`config.mk`:
```
export PLATFORM = sky130hd
export DESIGN_NAME = alu_seq_flat
export DESIGN_NICKNAME = d
export VERILOG_FILES = /design/src/rtl/alu_pkg.sv /design/src/rtl/alu_if.sv /design/src/rtl/alu_core.sv /design/src/rtl/alu_seq.sv /design/src/flat_wrapper.sv
export SDC_FILE = /design/constraint.sdc
export NUM_CORES = 1
export LEC_CHECK = 0
export ABC_AREA = 1
export BUFFER_PORTS_ARGS = -buffer_cell sky130_fd_sc_hd__buf_2
export CORE_UTILIZATION = 42
export DETAILED_ROUTE_END_ITERATION = 16
export PLACE_DENSITY_LB_ADDON = 0.05
export REMOVE_ABC_BUFFERS = 1
export SLEW_MARGIN = 20
export SYNTH_ARGS = -nofsm -noshare
export SYNTH_HDL_FRONTEND = slang
export SYNTH_SLANG_ARGS = --single-unit
```
`constraint.sdc`:
```
create_clock -name clk -period 3.4 [get_ports clk]
set_input_delay 0.17 -clock clk [delete_from_list [all_inputs] [get_ports clk]]
set_output_delay 0.17 -clock clk [all_outputs]
set_load 0.005 [all_outputs]
```
`src/rtl/alu_pkg.sv`:
```
// alu_pkg: op codes, FSM states and op-class helpers for alu_seq.
// ALU_ROTATE_EN enables the ROL/ROR ops (12, 13).
package alu_pkg;

    typedef enum logic [3:0] {
        OP_ADD = 4'd0,
        OP_SUB = 4'd1,
        OP_NOT = 4'd2,
        OP_AND = 4'd3,
        OP_OR  = 4'd4,
        OP_XOR = 4'd5,
        OP_SLT = 4'd6,
        OP_EQ  = 4'd7,
        OP_SLL = 4'd8,
        OP_SRL = 4'd9,
        OP_SRA = 4'd10,
        OP_MUL = 4'd11,
        OP_ROL = 4'd12,
        OP_ROR = 4'd13,
        OP_R14 = 4'd14,
        OP_R15 = 4'd15
    } alu_op_e;

    typedef enum logic [1:0] {
        ST_IDLE,
        ST_BUSY,
        ST_DONE
    } alu_state_e;

    function automatic logic is_legal(alu_op_e op);
`ifdef ALU_ROTATE_EN
        return (op <= OP_ROR);
`else
        return (op <= OP_MUL);
`endif
    endfunction

    // Ops sequenced through BUSY (shift by n>0, multiply).
    function automatic logic is_multicycle(alu_op_e op);
        logic r;
        r = 1'b0;
        unique case (op)
            OP_SLL, OP_SRL, OP_SRA, OP_MUL: r = 1'b1;
`ifdef ALU_ROTATE_EN
            OP_ROL, OP_ROR: r = 1'b1;
`endif
            default: r = 1'b0;
        endcase
        return r;
    endfunction

endpackage

```
`src/rtl/alu_if.sv`:
```
// alu_if: valid/ready operand and result bundle of alu_seq.
// master = producer/consumer side, slave = the ALU.
interface alu_if #(
    parameter int WIDTH = 8
) ();
    logic             in_valid;
    logic             in_ready;
    logic [3:0]       op;
    logic             in_c;
    logic [WIDTH-1:0] in_x;
    logic [WIDTH-1:0] in_y;
    logic             out_valid;
    logic             out_ready;
    logic [WIDTH-1:0] out_s;
    logic             out_c;
    logic             zero;
    logic             overflow;
    logic             illegal;

    modport master (
        output in_valid, op, in_c, in_x, in_y, out_ready,
        input  in_ready, out_valid, out_s, out_c,
        input  zero, overflow, illegal
    );

    modport slave (
        input  in_valid, op, in_c, in_x, in_y, out_ready,
        output in_ready, out_valid, out_s, out_c,
        output zero, overflow, illegal
    );
endinterface

```
`src/rtl/alu_core.sv`:
```
// alu_core: combinational single-cycle datapath (add/sub, logic, SLT, EQ).
// Ports: op_i, x_i, y_i, c_i in; s_o result, c_o carry, ovf_o overflow.
module alu_core
    import alu_pkg::*;
#(
    parameter int WIDTH = 8
) (
    input  alu_op_e          op_i,
    input  logic [WIDTH-1:0] x_i,
    input  logic [WIDTH-1:0] y_i,
    input  logic             c_i,
    output logic [WIDTH-1:0] s_o,
    output logic             c_o,
    output logic             ovf_o
);

    logic             is_sub;
    logic [WIDTH-1:0] yb;
    logic             cin;
    logic [WIDTH:0]   sum;

    // SUB reuses the adder as x + ~y + 1.
    assign is_sub = (op_i == OP_SUB);
    assign yb     = is_sub ? ~y_i : y_i;
    assign cin    = is_sub ? 1'b1 : c_i;
    assign sum    = {1'b0, x_i} + {1'b0, yb}
                  + {{WIDTH{1'b0}}, cin};

    always_comb begin
        s_o   = '0;
        c_o   = 1'b0;
        ovf_o = 1'b0;
        unique case (op_i)
            OP_ADD, OP_SUB: begin
                s_o   = sum[WIDTH-1:0];
                c_o   = sum[WIDTH];
                ovf_o = (x_i[WIDTH-1] == yb[WIDTH-1])
                     && (sum[WIDTH-1] != x_i[WIDTH-1]);
            end
            OP_NOT: s_o = ~x_i;
            OP_AND: s_o = x_i & y_i;
            OP_OR:  s_o = x_i | y_i;
            OP_XOR: s_o = x_i ^ y_i;
            OP_SLT: s_o = {{(WIDTH-1){1'b0}},
                           ($signed(x_i) < $signed(y_i))};
            OP_EQ:  s_o = {{(WIDTH-1){1'b0}}, (x_i == y_i)};
            default: ;
        endcase
    end

endmodule

```
`src/rtl/alu_seq.sv`:
```
// alu_seq: handshaked ALU; iterative shifts/multiply via IDLE/BUSY/DONE FSM.
// Ports: clk, rst (sync, active-high), bus (alu_if.slave). Macro: ALU_ROTATE_EN.
module alu_seq
    import alu_pkg::*;
#(
    parameter int WIDTH = 8
) (
    input  logic  clk,
    input  logic  rst,
    alu_if.slave  bus
);

    localparam int SHW = $clog2(WIDTH);
    localparam int CW  = SHW + 1;

    alu_state_e         state_q;
    alu_op_e            op_q;
    logic [CW-1:0]      cnt_q;
    logic [WIDTH-1:0]   sh_q;
    logic [WIDTH-1:0]   mp_q;
    logic [2*WIDTH-1:0] mc_q;
    logic [2*WIDTH-1:0] prod_q;
    logic [WIDTH-1:0]   s_q;
    logic               c_q;
    logic               z_q;
    logic               ov_q;
    logic               il_q;

    alu_op_e            op_in;
    logic [SHW-1:0]     amt;
    logic [WIDTH-1:0]   core_s;
    logic               core_c;
    logic               core_ov;

    logic [WIDTH-1:0]   sh_d;
    logic               shc_d;
    logic [2*WIDTH-1:0] prod_d;

    assign op_in = alu_op_e'(bus.op);
    assign amt   = bus.in_y[SHW-1:0];

    alu_core #(
        .WIDTH (WIDTH)
    ) u_core (
        .op_i  (op_in),
        .x_i   (bus.in_x),
        .y_i   (bus.in_y),
        .c_i   (bus.in_c),
        .s_o   (core_s),
        .c_o   (core_c),
        .ovf_o (core_ov)
    );

    // One bit-step of the in-flight shift/rotate and shift-add multiply.
    always_comb begin
        sh_d  = sh_q;
        shc_d = 1'b0;
        unique case (op_q)
            OP_SLL: begin
                sh_d  = {sh_q[WIDTH-2:0], 1'b0};
                shc_d = sh_q[WIDTH-1];
            end
            OP_SRL: begin
                sh_d  = {1'b0, sh_q[WIDTH-1:1]};
                shc_d = sh_q[0];
            end
            OP_SRA: begin
                sh_d  = {sh_q[WIDTH-1], sh_q[WIDTH-1:1]};
                shc_d = sh_q[0];
            end
`ifdef ALU_ROTATE_EN
            OP_ROL: begin
                sh_d  = {sh_q[WIDTH-2:0], sh_q[WIDTH-1]};
                shc_d = sh_q[WIDTH-1];
            end
            OP_ROR: begin
                sh_d  = {sh_q[0], sh_q[WIDTH-1:1]};
                shc_d = sh_q[0];
            end
`endif
            default: ;
        endcase
        prod_d = mp_q[0] ? (prod_q + mc_q) : prod_q;
    end

    always_ff @(posedge clk) begin
        if (rst) begin
            state_q <= ST_IDLE;
            op_q    <= OP_ADD;
            cnt_q   <= '0;
            sh_q    <= '0;
            mp_q    <= '0;
            mc_q    <= '0;
            prod_q  <= '0;
            s_q     <= '0;
            c_q     <= 1'b0;
            z_q     <= 1'b0;
            ov_q    <= 1'b0;
            il_q    <= 1'b0;
        end else begin
            unique case (state_q)
                ST_IDLE: begin
                    if (bus.in_valid) begin
                        op_q <= op_in;
                        if (!is_legal(op_in)) begin
                            s_q     <= '0;
                            c_q     <= 1'b0;
                            z_q     <= 1'b1;
                            ov_q    <= 1'b0;
                            il_q    <= 1'b1;
                            state_q <= ST_DONE;
                        end else if (op_in == OP_MUL) begin
                            mc_q    <= {{WIDTH{1'b0}}, bus.in_x};
                            mp_q    <= bus.in_y;
                            prod_q  <= '0;
                            cnt_q   <= CW'(WIDTH);
                            state_q <= ST_BUSY;
                        end else if (is_multicycle(op_in)) begin
                            if (amt == '0) begin
                                s_q     <= bus.in_x;
                                c_q     <= 1'b0;
                                z_q     <= (bus.in_x == '0);
                                ov_q    <= 1'b0;
                                il_q    <= 1'b0;
                                state_q <= ST_DONE;
                            end else begin
                                sh_q    <= bus.in_x;
                                cnt_q   <= {1'b0, amt};
                                state_q <= ST_BUSY;
                            end
                        end else begin
                            s_q     <= core_s;
                            c_q     <= core_c;
                            z_q     <= (core_s == '0);
                            ov_q    <= core_ov;
                            il_q    <= 1'b0;
                            state_q <= ST_DONE;
                        end
                    end
                end
                ST_BUSY: begin
                    cnt_q  <= cnt_q - CW'(1);
                    sh_q   <= sh_d;
                    prod_q <= prod_d;
                    mc_q   <= {mc_q[2*WIDTH-2:0], 1'b0};
                    mp_q   <= {1'b0, mp_q[WIDTH-1:1]};
                    if (cnt_q == CW'(1)) begin
                        ov_q    <= 1'b0;
                        il_q    <= 1'b0;
                        state_q <= ST_DONE;
                        if (op_q == OP_MUL) begin
                            s_q <= prod_d[WIDTH-1:0];
                            c_q <= |prod_d[2*WIDTH-1:WIDTH];
                            z_q <= (prod_d[WIDTH-1:0] == '0);
                        end else begin
                            s_q <= sh_d;
                            c_q <= shc_d;
                            z_q <= (sh_d == '0);
                        end
                    end
                end
                ST_DONE: begin
                    if (bus.out_ready) begin
                        state_q <= ST_IDLE;
                    end
                end
                default: state_q <= ST_IDLE;
            endcase
        end
    end

    assign bus.in_ready  = !rst && (state_q == ST_IDLE);
    assign bus.out_valid = (state_q == ST_DONE);
    assign bus.out_s     = s_q;
    assign bus.out_c     = c_q;
    assign bus.zero      = z_q;
    assign bus.overflow  = ov_q;
    assign bus.illegal   = il_q;

endmodule

```
`src/flat_wrapper.sv`:
```
// flat-port wrapper written by rule: the top's interface ports become plain ports
module alu_seq_flat import alu_pkg::*;
#(
    parameter int WIDTH = 8
)
  (clk, rst, bus_in_valid, bus_op, bus_in_c, bus_in_x, bus_in_y, bus_out_ready, bus_in_ready, bus_out_valid, bus_out_s, bus_out_c, bus_zero, bus_overflow, bus_illegal);
  alu_if #(.WIDTH(WIDTH)) bus_i ();
  input  logic clk;
  input  logic rst;
  input wire logic [$bits(bus_i.in_valid)-1:0] bus_in_valid;
  input wire logic [$bits(bus_i.op)-1:0] bus_op;
  input wire logic [$bits(bus_i.in_c)-1:0] bus_in_c;
  input wire logic [$bits(bus_i.in_x)-1:0] bus_in_x;
  input wire logic [$bits(bus_i.in_y)-1:0] bus_in_y;
  input wire logic [$bits(bus_i.out_ready)-1:0] bus_out_ready;
  output wire logic [$bits(bus_i.in_ready)-1:0] bus_in_ready;
  output wire logic [$bits(bus_i.out_valid)-1:0] bus_out_valid;
  output wire logic [$bits(bus_i.out_s)-1:0] bus_out_s;
  output wire logic [$bits(bus_i.out_c)-1:0] bus_out_c;
  output wire logic [$bits(bus_i.zero)-1:0] bus_zero;
  output wire logic [$bits(bus_i.overflow)-1:0] bus_overflow;
  output wire logic [$bits(bus_i.illegal)-1:0] bus_illegal;
  assign bus_i.in_valid = bus_in_valid;
  assign bus_i.op = bus_op;
  assign bus_i.in_c = bus_in_c;
  assign bus_i.in_x = bus_in_x;
  assign bus_i.in_y = bus_in_y;
  assign bus_i.out_ready = bus_out_ready;
  assign bus_in_ready = bus_i.in_ready;
  assign bus_out_valid = bus_i.out_valid;
  assign bus_out_s = bus_i.out_s;
  assign bus_out_c = bus_i.out_c;
  assign bus_zero = bus_i.zero;
  assign bus_overflow = bus_i.overflow;
  assign bus_illegal = bus_i.illegal;
  alu_seq #(.WIDTH(WIDTH)) u_core (.clk(clk), .rst(rst), .bus(bus_i));
endmodule
```
==> metrics <==
outcome finished, final reports clean; Largest stage delay, worst path between 400 and 500 ps; Die W around 120 µm; CTS tree done; Yosys reg bits 70; WL/cell 14.9 µm; Final Hold Vio Count 0; most frequent cells in the layout 275 x nand2_1, 107 x inv_1, 71 x nor2_1; Setup crit start kind input port; Mean Syn Cell Area between 6 and 7 µm²; setup tns final 0 ps; Hold EP u_core.state_q[1]; CP Buf/Inv Count 1; FF-to-FF Start u_core.mp_q[0]; Initial Util 43.1%; commonest non-fill, non-tap cell in the layout nand2_1; clock sinks 70; Ports 39; site row count 42; die area between 10000 and 15000 µm²; global route total overflow 0; post-synthesis sequential area ratio around a quarter; WL final between 15000 and 20000 µm; global placer's final weighted congestion about 0.94; Clock Path Buffers 2; Final nets 1009; Area Growth Syn to Fin 10.2%; detailed placement HPWL about 13000 µm; first-pass GRT wire length approximately 27000 µm; Detail Route Antenna Nets 0; slowest cell on the critical path fa_1; initial antenna violation count 0; Crit path required time roughly 3700 ps; CP Class input port to flop; Mapped Cells 907; Cell Area, Synth between 5000 and 6000 µm²; Critical R2R Capture u_core.bus.zero; vias post-DR ~5800; min Tclk post-route about 2400 ps; reg2reg path depth 12; Finished Layout Cells between 1000 and 1500; Netlist cell types 45; share of cells above drive strength 1 a little over a tenth; worst path cell trace buf_2, nor2_1, nand2_1, xor2_1, fa_1, fa_1, nor2_1, nor3b_1, nor2_1, nand2_1, nor2_1, nand3_1, nor2_1, nand3_1, nor2_1, nor2_1, nor2_1; Setup crit end kind flop; CTS H-tree lvls 3; CTS Hold Bufs 0; Slew headroom 33.6%; number of port buffers 38; PD cells ~420 nW/µm²; clock transition at the registers of the reported paths 60 ps; Inserted Diodes 0; hold path depth 4; worst min-delay path class input port to flop; Setup Viol. Count Final 0; Slew @ Worst Pin just under 1000 ps; Remaining DRCs 0; CP top delay family simple AND/OR/NAND/NOR gates; vias in the first global route ~5500; most frequent CP cell nor2_1; Syn. warnings 0; RSZ-0062 raised after global routing no; fmax approximately 410 MHz; post-CTS resize count 0; initial DRC count roughly 360; Pleak just over 3 nW; Core Region around 13000 µm²; Pins Over Slew Limit 0; Tcrit/Tclk final between 70% and 80%; Worst IR Drop VDD 0.251 mV; CTS root buffer clkbuf_16; Cells after DPL about 1100; Final Skew about 7.5 ps; GRT Util Overall between 20 and 25%; R2R setup slack between 900 and 1000 ps; max-cap viol count 0; largest net degree at the start of global routing 64; drt pass-1 iters 5; min-delay src bus_out_ready; Die Height 119 µm; Via density around 5.2; Post-CTS Setup Inserts 0; Max FO, Critical Path 6; critical path arrival 2700 ps; CTS Buf Count 9; Skew-Pair Late Insertion Delay about 340 ps
## final cells by class
class	instances	area [µm²]
tap	176	220
clock buffer	11	253
fill	1420	6980
clock inverter	5	57.6
multi-input combinational	691	3710
timing repair buffer	44	235
sequential	70	1400
inverter	117	442
## tightest hold or removal path: cells and delay by family
family / cells / cell delay, ps
AO/OA/AOI/OAI: 1 / 70
AND/OR/NAND/NOR: 1 / 70
buffers and inverters: 2 / 100
## worst max path at each step
| stage | from | to | slack, ps | cells after the start |
|---|---|---|---|---|
| after detailed placement | bus_op[2] | u_core.bus.zero | 620 | 17 |
| after global routing | u_core.mp_q[0] | u_core.bus.zero | 650 | 12 |
| after floorplan | bus_op[3] | u_core.bus.zero | 830 | 16 |
| after global placement | bus_op[2] | u_core.bus.zero | 700 | 17 |
| after CTS | u_core.mp_q[0] | u_core.bus.zero | 960 | 12 |
| final | bus_op[2] | u_core.bus.zero | 980 | 17 |
## cell families (layout without fill, tap and decap cells)
logic type                 Yosys count  count (layout)  synth area share [%]
AOI/OAI and AO/OA                  178             178                  18.4
adders and majority gates           51              51                  11.5
xor gates and xnor gates            12              12                  1.83
DFF                                 70              70                  24.5
and+or+nand+nor                    450             450                  33.0
buffers and inverters              146             177                  10.8
## cell usage after synthesis (all sizes together)
cell	number	share of area, %
a211oi	6	0.79
a21boi	1	0.13
a21oi	68	6.5
a221oi	2	0.31
a22o	1	0.15
a22oi	1	0.13
a31oi	25	2.7
a41oi	1	0.15
buf	12	1.5
clkbuf	16	1.4
clkdlybuf4s50	1	0.20
dfxtp	70	24
fa	3	1.0
ha	48	10
inv	117	7.7
nand2	276	18
nand3	59	5.2
nand3b	3	0.39
nand4	10	1.1
nor2	79	5.8
nor3	10	0.87
nor3b	1	0.13
o211ai	13	2.0
o21a	1	0.13
o21ai	55	4.9
o21bai	2	0.26
o22ai	2	0.22
or2	12	1.3
xnor2	2	0.31
xor2	10	1.5
## layer usage
layer / GRT usage (%) / share of wire (%)
met1: 31.4 / 49
met3: 3.04 / 2.7
met5: 0 / 0
met4: 8.47 / 2.7
met2: 40.5 / 46
## power by group
part	internal (mW)	leakage, nW	switching, mW
logic	0.242	2.30	0.455
clock network	0.608	0.155	0.380
registers	0.905	0.572	0.0731
total	1.76	3.03	0.908
## flip-flops by register name, summed over array words and instances, names as in the netlist
signal,cells
u_core.mc_q,16
u_core.bus.overflow,1
u_core.state_q,2
u_core.sh_q,8
u_core.bus.out_c,1
u_core.mp_q,8
u_core.prod_q,16
u_core.bus.zero,1
u_core.bus.out_s,8
u_core.op_q,4
u_core.cnt_q,4
u_core.bus.illegal,1
## metrics by stage
step / cell area, µm² / total power [mW] / util, % / setup slack [ps] / hold slack (ps)
2_1_floorplan: 5550 / 1.45 / - / 832 / 239
3_3_place_gp: 6000 / 1.68 / 45.2 / 701 / 447
3_5_place_dp: 6000 / 1.69 / 45.2 / 624 / 455
4_1_cts: 6310 / 2.67 / 47.5 / 959 / 125
5_1_grt: 6310 / 2.81 / 47.5 / 649 / 153
6_report: 6310 / 2.66 / 47.5 / 977 / 127
Note: power is estimated with default switching activity, not from simulation.
